<file path="src/rtl/bit_serializer_if.sv">
// bit_serializer_if: word handshake in, serial bit stream with framing flags out
interface bit_serializer_if #(parameter int WIDTH = 8);
  logic [WIDTH-1:0] in_data;
  logic             in_valid;
  logic             in_ready;
  logic             ser_out;
  logic             ser_valid;
  logic             word_done;
  logic             busy;
  modport master (output in_data, in_valid, input in_ready, ser_out, ser_valid, word_done, busy);
  modport slave  (input in_data, in_valid, output in_ready, ser_out, ser_valid, word_done, busy);
endinterface

</file>
<file path="src/rtl/bit_serializer.sv">
// bit_serializer: buffered parallel-to-serial shifter with optional inter-word gap
module bit_serializer #(
  parameter int WIDTH      = 8,
  parameter bit MSB_FIRST  = 1'b1,
  parameter int GAP_CYCLES = 0,
  parameter bit IDLE_BIT   = 1'b0
) (
  input logic             clk,
  input logic             rst_n,
  bit_serializer_if.slave bus
);
  typedef enum logic [1:0] {IDLE, SHIFT, GAP} state_t;
  localparam int CW = $clog2(WIDTH);
  state_t           r_state;
  logic [WIDTH-1:0] r_buf;
  logic [WIDTH-1:0] r_shift;
  logic             r_buf_full;
  logic             r_ser_out;
  logic             r_ser_valid;
  logic             r_word_done;
  logic [CW-1:0]    r_bit_cnt;
  logic [7:0]       r_gap_cnt;
  logic             w_accept;
  logic             w_last;
  logic             w_gap_last;
  logic             w_load;
  logic             w_first;
  logic             w_next;
  assign bus.in_ready  = ~r_buf_full;
  assign bus.ser_out   = r_ser_out;
  assign bus.ser_valid = r_ser_valid;
  assign bus.word_done = r_word_done;
  assign bus.busy      = (r_state != IDLE) | r_buf_full;
  assign w_accept   = bus.in_valid & ~r_buf_full;
  assign w_last     = r_bit_cnt == CW'(WIDTH - 1);
  assign w_gap_last = r_gap_cnt == 8'(GAP_CYCLES - 1);
  // the buffer only moves into the shifter when the shifter is free at this edge
  assign w_load = r_buf_full & ((r_state == IDLE) |
                                ((r_state == SHIFT) & w_last & (GAP_CYCLES == 0)) |
                                ((r_state == GAP) & w_gap_last));
  assign w_first = MSB_FIRST ? r_buf[WIDTH-1] : r_buf[0];
  assign w_next  = MSB_FIRST ? r_shift[WIDTH-2] : r_shift[1];
  always_ff @(posedge clk or negedge rst_n)
    if (!rst_n) begin
      r_state     <= IDLE;
      r_buf       <= '0;
      r_shift     <= '0;
      r_buf_full  <= 1'b0;
      r_bit_cnt   <= '0;
      r_gap_cnt   <= '0;
      r_ser_out   <= IDLE_BIT;
      r_ser_valid <= 1'b0;
      r_word_done <= 1'b0;
    end else begin
      r_buf_full <= w_accept | (r_buf_full & ~w_load);
      if (w_accept) r_buf <= bus.in_data;
      if (w_load) begin
        r_state     <= SHIFT;
        r_shift     <= r_buf;
        r_bit_cnt   <= '0;
        r_ser_out   <= w_first;
        r_ser_valid <= 1'b1;
        r_word_done <= 1'b0;
      end else if (r_state == SHIFT && !w_last) begin
        r_shift     <= MSB_FIRST ? r_shift << 1 : r_shift >> 1;
        r_bit_cnt   <= r_bit_cnt + 1'b1;
        r_ser_out   <= w_next;
        r_word_done <= r_bit_cnt == CW'(WIDTH - 2);
      end else if (r_state == SHIFT || (r_state == GAP && w_gap_last)) begin
        r_state     <= (r_state == SHIFT && GAP_CYCLES > 0) ? GAP : IDLE;
        r_gap_cnt   <= '0;
        r_ser_out   <= IDLE_BIT;
        r_ser_valid <= 1'b0;
        r_word_done <= 1'b0;
      end else if (r_state == GAP) begin
        r_gap_cnt <= r_gap_cnt + 1'b1;
      end
    end
endmodule
</file>
<file path="src/flat_wrapper.sv">
// flat-port wrapper written by rule: the top's interface ports become plain ports
module bit_serializer_flat 
#(
  parameter int WIDTH      = 8,
  parameter bit MSB_FIRST  = 1'b1,
  parameter int GAP_CYCLES = 0,
  parameter bit IDLE_BIT   = 1'b0
)
  (clk, rst_n, bus_in_data, bus_in_valid, bus_in_ready, bus_ser_out, bus_ser_valid, bus_word_done, bus_busy);
  bit_serializer_if #(.WIDTH(WIDTH)) bus_i ();
  input logic clk;
  input logic rst_n;
  input wire logic [$bits(bus_i.in_data)-1:0] bus_in_data;
  input wire logic [$bits(bus_i.in_valid)-1:0] bus_in_valid;
  output wire logic [$bits(bus_i.in_ready)-1:0] bus_in_ready;
  output wire logic [$bits(bus_i.ser_out)-1:0] bus_ser_out;
  output wire logic [$bits(bus_i.ser_valid)-1:0] bus_ser_valid;
  output wire logic [$bits(bus_i.word_done)-1:0] bus_word_done;
  output wire logic [$bits(bus_i.busy)-1:0] bus_busy;
  assign bus_i.in_data = bus_in_data;
  assign bus_i.in_valid = bus_in_valid;
  assign bus_in_ready = bus_i.in_ready;
  assign bus_ser_out = bus_i.ser_out;
  assign bus_ser_valid = bus_i.ser_valid;
  assign bus_word_done = bus_i.word_done;
  assign bus_busy = bus_i.busy;
  bit_serializer #(.WIDTH(WIDTH), .MSB_FIRST(MSB_FIRST), .GAP_CYCLES(GAP_CYCLES), .IDLE_BIT(IDLE_BIT)) u_core (.clk(clk), .rst_n(rst_n), .bus(bus_i));
endmodule
</file>
<file path="config.mk">
export PLATFORM = sky130hd
export DESIGN_NAME = bit_serializer_flat
export DESIGN_NICKNAME = d
export VERILOG_FILES = /design/src/rtl/bit_serializer_if.sv /design/src/rtl/bit_serializer.sv /design/src/flat_wrapper.sv
export SDC_FILE = /design/constraint.sdc
export NUM_CORES = 1
export LEC_CHECK = 0
export CAP_MARGIN = 40
export CORE_MARGIN = 4
export CORE_UTILIZATION = 51
export CTS_CLUSTER_SIZE = 20
export DETAILED_ROUTE_END_ITERATION = 10
export GPL_TIMING_DRIVEN = 0
export PLACE_DENSITY = 0.85
export SLEW_MARGIN = 20
export SYNTH_ARGS = -nofsm -noshare
export SYNTH_HDL_FRONTEND = slang
export SYNTH_SLANG_ARGS = --single-unit
</file>
<file path="constraint.sdc">
create_clock -name clk -period 1.75 [get_ports clk]
set_input_delay 0.175 -clock clk [delete_from_list [all_inputs] [get_ports clk]]
set_output_delay 0.175 -clock clk [all_outputs]
set_load 0.02 [all_outputs]
</file>
* Word level (Yosys, flattened, before mapping)
Index checks and enable logic that the tools add are counted.
** Word-level totals
- Flip-flop bits (word level) :: 32
- Output and inout port bits :: 5
- Word-level logic and storage cells :: 57
** Cells by class
- $add $sub $neg :: 2
- Eq/ne operators :: 6
- Muxes and demuxes :: 16
- Bitwise gates (word level) :: 12
- Reduce and logical (&&, ||, !) cells :: 12
** Operators with widths (number)
- $mux W8 :: 2
- $mux W7 :: 2
- $add A8 B1 Y8 const B :: 1
- $eq A8 B8 Y1 const B :: 1
- $reduce_bool A2 Y1 :: 4
- $mux W1 :: 7
- $eq A3 B3 Y1 const B :: 2
- $mux W2 :: 3
- $mux W3 :: 2
- $and A1 B1 Y1 :: 5
- $or A1 B1 Y1 :: 4
- $add A3 B1 Y3 const B :: 1
- $not A1 Y1 :: 3
- $reduce_and A3 Y1 :: 1
- $reduce_bool A3 Y1 :: 1
- $eq A2 B1 Y1 const B :: 1
- $eq A2 B2 Y1 const B :: 1
- $logic_and A1 B1 Y1 :: 2
- $logic_not A2 Y1 :: 1
- $ne A2 B1 Y1 const B :: 1
- $reduce_and A2 Y1 :: 1
- $logic_not A1 Y1 :: 1
- $logic_or A1 B1 Y1 :: 1

* Logic depth before layout (Yosys ltp)
- Depth after elaboration :: 8
- Gate-level depth with buffers :: 5
- Gate-level depth less buffers :: 4

* Worst setup path before layout
No wires, ideal clock.
- Kind :: register to register
- Start :: reg u_core.r_bit_cnt[0]
- End :: reg u_core.r_shift[5]
- Data arrival time :: 1.433 ns
- Data required time :: 1.625 ns
- Slack :: 0.192 ns
- Cell stages (with the launch flop) :: 6
- Buffers on the path :: 1
- Period minus slack after synthesis :: 1.558 ns
- Path through :: dfrtp_1 -> ha_1 -> ha_1 -> nand2b_1 -> buf_2 -> mux2_4
** On the way
- Cells in the longest elaborated chain, start to end :: 6
- Elaborated cells on any way between the ends :: 9
- Those cells by class :: eq/ne (1); mux (1); bitwise (4); reduce/logical (3)
** Ends and longest elaborated chain
- start, declared :: line bit_serializer.sv:21 : logic [CW-1:0] r_bit_cnt;
- start signal, assigned :: line bit_serializer.sv:66 : r_bit_cnt <= r_bit_cnt + 1'b1;
- $eq A3 B3 Y1 * :: line bit_serializer.sv:35 : assign w_last = r_bit_cnt == CW'(WIDTH - 1);
- $and A1 B1 Y1 :: line bit_serializer.sv:39 : ((r_state == SHIFT) & w_last & (GAP_CYCLES == 0)) |
- $or A1 B1 Y1 :: line bit_serializer.sv:38 : assign w_load = r_buf_full & ((r_state == IDLE) |
- $or A1 B1 Y1 :: line bit_serializer.sv:39
- $and A1 B1 Y1 :: line bit_serializer.sv:38
- $mux W7 or $reduce_bool A2 Y1 (tied branches)
- end signal, assigned :: line bit_serializer.sv:59 : r_shift <= r_buf;
- end signal, assigned :: line bit_serializer.sv:65 : r_shift <= MSB_FIRST ? r_shift << 1 : r_shift >> 1;
- end, declared :: line bit_serializer.sv:16 : logic [WIDTH-1:0] r_shift;
Mark *: on every way between the ends. The rest lies on a longest branch, timed or not.
A chain may end at the register's enable or synchronous reset.

* Final worst setup path
Ends and elaborated chain as after synthesis.

==> reports/results.tsv <==
metric	value	unit
htree_levels	1	
synth_area_leaders	dfrtp_1 (55%), mux2_2 (21%), mux2i_1 (4.0%)	
multi_input_area	404	sq um
seqCellArea	551	sq um
yosysMostFrequentCell	dfrtp_1	
grt_pass1_vias	663	
synthFlopType	dfrtp_1	
synth_area	1000	sq um
die_h	52.3	um
final_nets	107	
rsz0062_at_grt	false	
synth_warnings	0	
fin_worst_skew	0.0134	ns
cts_sinks	22	
critPathKind	reg -> reg	
synth_seq_cells	22	
rows	15	
grt.total_usage	15.9	%
nFillCells	151	
cp.arrival	1.85	ns
place_ws	0.0589	ns
status	complete, no violations	
p_comb_share	45.9	%
fin_crit	1.64	ns
postCtsSetupBuffers	0	
final_area	1220	sq um
place.port_buffers	15	
r2r_cells	5	
synth.top_cells.by_count	dfrtp_1 (22), mux2_2 (19), inv_1 (4), mux2i_1 (4)	
finalHoldViolations	0	
wl	1710	um
synthArstFlopShare	100	%
cp_top_family	flip-flops	
power_switching	651	uW
r2r-end	u_core.r_shift[5]	
setup_viol_count_final	0	
worst_path_most_repeated_cell	ha_1	
crit_fanout	10	
place.gp.congestion	0.766	
end_kind	flip-flop	
cp_num_buf_inv	1	
ant_nets	0	
dr.pass1.iters	4	
drt_iter0_drc	8	
die_x	52.3	um
worst_path_max_delay_cell	dfrtp_1	
r2r-start	u_core.r_bit_cnt[0]	
insertedDiodeCount	0	
cts_buffers	3	
seqPwrFrac	43.1	%
ys_types	17	
grt_max_degree	17	
grt_remaining_overflow	0	
layout.cells.non_filler	116	
drc	0	
r2r_slack	0.11	ns
synth_top_area_cell	dfrtp_1	
min_path_type	in -> async	
antenna_found_initial	0	
dp_cells	113	
maxCapViolCount	0	
hold_buffers	0	
synth-edff-count	0	
die-area	2740	sq um
syn_to_final_growth	21.5	%
setup_ws	0.106	ns
ir_drop	1010	uV
cp-start-kind	flip-flop	
p_leak	0.000558	uW
synth_top_area_share	54.9	%
slew_violations	0	
fin_crit_sh	93.9	%
syn_area_per_cell	13.9	sq um
drt-vias-per-instance	5.17	
top_level_ports	16	
via_count	600	
p_per_area	1650	nW/um^2
p_clk_share	11.0	%
crit_required	1.95	ns
wl_per_cell	14.8	um
switching_share	32.4	%
syn_nets	86	
max_slew_margin	77.5	%
place_area	1200	sq um
core-area	1800	sq um
fin_tns_setup	0	ns
grt_pass1_wl	3110	um
p_int	1360	uW
worstMarginPinSlew	0.337	ns
hpwl	1330	um
slowest_delay	0.43	ns
fmax	608	MHz
cts_root_buf	clkbuf_4	
cts_buffer_depth	2	
path_clk_slew	0.12	ns
syn_inst	72	
initial_core_util	55.6	%
clock_latency	0.30	ns
drive_gt1_share	34.1	%
cts_tree	built	
yosysSeqAreaShare	54.9	%
cp_cell_sequence	ha_1, ha_1, nand2b_1, buf_4, mux2_4	
cell usage in the layout, fill, tap and decap left out, types with 2 or more instances in the layout:
master,instances
mux2_4,2
dfrtp_1,22
ha_1,3
nor2b_1,3
buf_6,2
nand2b_1,3
mux2i_1,4
mux2_2,19
clkdlybuf4s50_1,13
nand2_1,2
clkbuf_4,3
inv_1,4
cell families after synthesis:
logic type | synth area share, %
DFF | 54.9
buffers and inverters | 4.74
AOI/OAI and AO/OA | 2.25
muxes | 28.3
and+or+nand+nor | 5.99
adders and majority gates | 3.75
metrics by stage:
step	utilization, %	hold slack (ns)	power [uW]
floorplan	-	-0.121	1550
global placement	65.7	0.483	1750
detailed placement	66.5	0.469	1820
CTS	67.7	0.128	2030
global route	67.6	0.127	2180
finish	67.6	0.120	2010
timing repair:
action | CTS | global route
gates resized for setup | 3 | 3
endpoints found under the setup margin | 2 | 6
endpoints found under the hold margin | 0 | 0
registers in the layout, indices dropped and copies added, names as in the netlist:
| name | cells |
|---|---|
| u_core.bus.ser_out | 1 |
| u_core.r_shift | 7 |
| u_core.r_bit_cnt | 3 |
| u_core.r_buf | 8 |
| u_core.r_state | 1 |
| u_core.r_buf_full | 1 |
| u_core.bus.word_done | 1 |
power groups by stage:
stage               Combinational [uW]  Clock (uW)  Sequential [uW]
floorplan                          684           0              865
global placement                   887           0              861
detailed placement                 938           0              882
CTS                                932         233              870
global route                      1020         264              898
finish                             924         221              866
routing by layer:
layer,wire (um),global-route usage (%)
met1,720,20.1
met2,920,27.5
met3,59,2.56
met4,12,5.11
met5,0,0
area by class of cell:
cell class | count | area share [%]
flip-flops and latches | 22 | 45.2
multi-input cells | 42 | 33.2
repair buffers | 16 | 13.1
plain buffers | 4 | 2.88
well taps | 25 | 2.57
clock buffers | 3 | 1.85
inverters | 4 | 1.23
how the worst max path moves through the flow:
stage,depth (start not counted),end,from
2_1_floorplan,5,u_core.r_shift[5],u_core.r_bit_cnt[0]
3_3_place_gp,5,u_core.r_shift[5],u_core.r_bit_cnt[0]
3_5_place_dp,5,u_core.r_shift[2],u_core.r_bit_cnt[0]
4_1_cts,4,bus_busy,u_core.r_buf_full
5_1_grt,5,u_core.r_shift[5],u_core.r_bit_cnt[0]
6_report,5,u_core.r_shift[5],u_core.r_bit_cnt[0]
Note: power is estimated with default switching activity, not from simulation.
==> edit 1, RTL diff (same settings) <==
`WIDTH` is set to 8 in 3 places; all go to 16.
--- a/src/rtl/bit_serializer_if.sv
+++ b/src/rtl/bit_serializer_if.sv
@@ -1,5 +1,5 @@
 // bit_serializer_if: word handshake in, serial bit stream with framing flags out
-interface bit_serializer_if #(parameter int WIDTH = 8);
+interface bit_serializer_if #(parameter int WIDTH = 16);
   logic [WIDTH-1:0] in_data;
   logic             in_valid;
   logic             in_ready;
--- a/src/rtl/bit_serializer.sv
+++ b/src/rtl/bit_serializer.sv
@@ -1,6 +1,6 @@
 // bit_serializer: buffered parallel-to-serial shifter with optional inter-word gap
 module bit_serializer #(
-  parameter int WIDTH      = 8,
+  parameter int WIDTH      = 16,
   parameter bit MSB_FIRST  = 1'b1,
   parameter int GAP_CYCLES = 0,
   parameter bit IDLE_BIT   = 1'b0
--- a/src/flat_wrapper.sv
+++ b/src/flat_wrapper.sv
@@ -1,7 +1,7 @@
 // flat-port wrapper written by rule: the top's interface ports become plain ports
 module bit_serializer_flat 
 #(
-  parameter int WIDTH      = 8,
+  parameter int WIDTH      = 16,
   parameter bit MSB_FIRST  = 1'b1,
   parameter int GAP_CYCLES = 0,
   parameter bit IDLE_BIT   = 1'b0
Interface: changed (resized bus_in_data); port bits go from 16 to 24. The function was not compared with the original's and may differ.
==> edit 1 against the unedited design <==
- synthesized area is 76% higher
- sequential cell count grew 17
- setup slack lost 7.6 ps
- die area rose by 63%
- synthesized cell count increased by 99%
- routed wire length is 93% higher
- power is 59% higher
- utilization is 3.9 points lower
- final area up 75%
- critical path type is now flip-flop to output pin
- highest routed layer unchanged
==> edit 1: results (changes against the unedited design) <==
[sta]
fmax_mhz = 606  ; -0.46%
hold_ws_ps = 229  ; +108 ps
clock_skew_ps = 5.74  ; -7.62 ps
max_slew_margin_pct = 72.0  ; -5.5 points

[global_routing]
track_usage_pct = 17.0  ; +1.1 points
met1_usage_pct = 19.6  ; -0.54 points
grt_max_degree = 31  ; +14
use_met2_pct = 29.1  ; +1.6 points
grt_pass1_vias = 1254  ; +89%
grt_pass1_wl_um = 5580  ; +79%
met3_usage_pct = 4.38  ; +1.8 points

[clock_tree]
cts_made_buffers = 5  ; +2
htreeDepth = 2  ; +1
clk_pin_slew_ps = 100  ; -20 ps
cts_resized = 2  ; -1
clk_latency_ps = 350  ; +50 ps

[finish]
nNetsFinal = 196  ; +83%
drive_gt1_share_pct = 24.4  ; -9.6 points
largest_reg_flops = 16  ; +8
reg.largest.list = u_core.r_buf x16, u_core.r_shift x15, u_core.r_bit_cnt x4

[synth]
synth-seq-area-share_pct = 55.3  ; +0.39 points
synth_commonest_cells = dfrtp_1, mux2_2, nand3_1, mux2i_1
synthMuxAreaShare_pct = 19.9  ; -8.4 points
synth-compound-area-share_pct = 8.94  ; +6.7 points
syn_inst = 143  ; +99%
synth_area_leaders = dfrtp_1, mux2_2, mux2i_1

[drt]
met3_length_um = 177  ; +200%
met1_length_um = 1370  ; +90%
via_per_inst = 5.40  ; +4.3%
via_count = 1198  ; +100%
drt_iter0_markers = 76  ; +68

[placement]
place_area_sq_um = 2070  ; +72%
dp_hpwl_um = 2350  ; +76%
numPortBuffers = 23  ; +8
place_inst = 213  ; +88%
pre_cts_ws_ps = -41.3  ; -100 ps

[status]
status = complete, no violations

[setup_path]
arrival_ps = 1480  ; -370 ps
r2r-end = u_core.bus.ser_out
slowest_delay_ps = 460  ; +30 ps
crit_fanout = 7  ; -3
setup.reg_to_reg.worst_slack_ps = 130  ; +20 ps

[power_and_ir_drop]
leakagePower_nw = 0.999  ; +79%

## edit 1: worst max path at each step
| stage | startpoint | cells past startpoint | end |
|---|---|---|---|
| floorplan | u_core.r_bit_cnt[0] | 5 | u_core.bus.ser_out |
| global placement | rst_n | 1 | u_core.r_buf[11] |
| detailed placement | bus_in_valid | 5 | u_core.r_buf[14] |
| CTS | u_core.r_state[0] | 2 | bus_busy |
| global route | u_core.r_state[0] | 2 | bus_busy |
| finish | u_core.r_state[0] | 2 | bus_busy |
## edit 1: power breakdown
part	total [mW]	internal [mW]	switching, mW
registers	1.54	1.28	0.264
clock network	0.436	0.157	0.280
logic	1.22	0.647	0.576
total	3.20	2.08	1.12
## edit 1: cell type report
type | instances | area, sq um
clock inverter | 1 | 5.00
fill | 275 | 1210
tap | 46 | 57.6
timing repair buffer | 25 | 253
clock buffer | 7 | 45.0
multi-input combinational | 88 | 704
buffer | 9 | 57.6
sequential | 39 | 976
inverter | 7 | 26.3
==> edit 2, RTL diff (config.mk and constraints unchanged) <==
Made on the original files. Make the reset (`rst_n`) synchronous in one clocked block.
--- a/src/rtl/bit_serializer.sv
+++ b/src/rtl/bit_serializer.sv
@@ -40,7 +40,7 @@
                                 ((r_state == GAP) & w_gap_last));
   assign w_first = MSB_FIRST ? r_buf[WIDTH-1] : r_buf[0];
   assign w_next  = MSB_FIRST ? r_shift[WIDTH-2] : r_shift[1];
-  always_ff @(posedge clk or negedge rst_n)
+  always_ff @(posedge clk)
     if (!rst_n) begin
       r_state     <= IDLE;
       r_buf       <= '0;
Check against the original RTL: differs if rst_n is asserted again (counterexample within 4 cycles, from zero or initial values and one cycle with rst_n low); with rst_n held inactive, the same outputs for 10 cycles.
==> edit 2 against the unedited design <==
- via count up 24%
- setup slack better by 16 ps
- sequential cell count unchanged
- synthesized area down 4.1%
- die area is 3.5% lower
- first-iteration DRC count is 75% higher
- hold slack better by 290 ps
- routed wire length grew 1.2%
- final area fell by 1.7%
Power is not compared: it rests on default switching activity, and its combinational part moved more than twofold at a synthesized area within 25%.
==> edit 2: results (changes against the unedited design) <==
[setup_path]
setup.reg_to_reg.worst_slack_ps = 240  ; +130 ps
crit_fanout = 5  ; -5
slowest_delay_ps = 600  ; +170 ps
cpMaxStageDelayCell = clkdlybuf4s50_1
cp-endpoint = bus_busy
crit_path_start = u_core.bus.ser_valid

[sta]
clock_skew_ps = 8.00  ; -5.36 ps

[synth]
synth-compound-area-share_pct = 19.8  ; +18 points
ys.flop_type = dfxtp_1
synth.distinct_cells = 22  ; +5
synthArstFlopShare_pct = 0  ; -100 points
synth-seq-area-share_pct = 45.8  ; -9.1 points
synthAdderAreaFrac_pct = 3.91  ; +0.16 points
synthMuxAreaShare_pct = 7.29  ; -21 points
synth.net_count = 117  ; +36%
synth_area_leaders = dfxtp_1, nand2_1, a21boi_1

[finish]
nNetsFinal = 137  ; +28%
finalInstanceArea_sq_um = 1200  ; -1.7%
n_fill_cell = 164  ; +8.6%
drive_gt1_share_pct = 9.02  ; -25 points

[global_routing]
grt_pass1_wl_um = 3010  ; -3.3%
grt_pass1_vias = 718  ; +8.3%
grt_max_degree = 14  ; -3
track_usage_pct = 14.9  ; -1.1 points

[placement]
place_area_sq_um = 1140  ; -4.7%
dp_hpwl_um = 1330  ; -0.34%
gp_congestion = 0.739  ; -3.4%

[drt]
wire_per_inst_um = 11.8  ; -20%
met3_length_um = 68  ; +15%

[status]
status = complete, no violations

## edit 2: cell types whose count changed after synthesis, moves of 3 or more
cell / before / now
dfrtp_1: 22 / 0
nor2_1: 1 / 4
mux2_2: 19 / 0
o211a_1: 0 / 6
nand2_1: 2 / 24
a21boi_1: 0 / 10
dfxtp_1: 0 / 22
mux2i_1: 4 / 7
## edit 2: final cells by class
type                            instances  area share (%)
Tap cell                               25            2.62
Buffer                                  7            3.77
Sequential cell                        22            36.9
Inverter                                4            1.26
Multi-Input combinational cell         70            38.5
Timing Repair Buffer                   15            12.6
Clock inverter                          1            2.51
Clock buffer                            3            1.88
## edit 2: per-stage QoR
stage          setup slack (ps)  power, mW  instances
3_5_place_dp                259      0.731        143
5_1_grt                    14.3       1.14        147
3_3_place_gp                278      0.723        143
4_1_cts                    56.5       1.11        147
6_report                    122       1.09        147
2_1_floorplan               347      0.667        103
## edit 2: worst min-delay path, cell delays in order
cell and delay (ps):
clkdlybuf4s50_1 390, nand2_1 50, a21boi_1 50
## edit 2: cell families (layout without fill, tap and decap cells)
logic type	count (synthesis)	after routing
DFF	22	22
adders and majority gates	3	3
and+or+nand+nor	37	37
muxes	7	7
AOI/OAI and AO/OA	23	23
buffers and inverters	11	30
## edit 2: worst min path at each step
stage	start	to	slack [ps]	depth (start not counted)
final	bus_in_data[4]	u_core.r_buf[4]	410	3
after global routing	bus_in_data[6]	u_core.r_buf[6]	390	3
after CTS	bus_in_data[4]	u_core.r_buf[4]	400	3
after detailed placement	u_core.r_buf[4]	u_core.r_buf[4]	450	2
after global placement	u_core.r_buf[5]	u_core.r_buf[5]	450	2
after floorplan	bus_in_data[0]	u_core.r_buf[0]	310	2
## edit 2: metal layers
layer,track usage (%),vias to the layer above
met1,17.4,342
met3,3.50,2
li1,-,386
met4,3.93,0
met5,0,-
met2,26.7,12
## edit 2: where the power goes
| part | internal (mW) | switching [mW] |
|---|---|---|
| Clock | 0.231 | 0.143 |
| Sequential | 0.532 | 0.0201 |
| Combinational | 0.0872 | 0.0783 |
| Total | 0.851 | 0.241 |
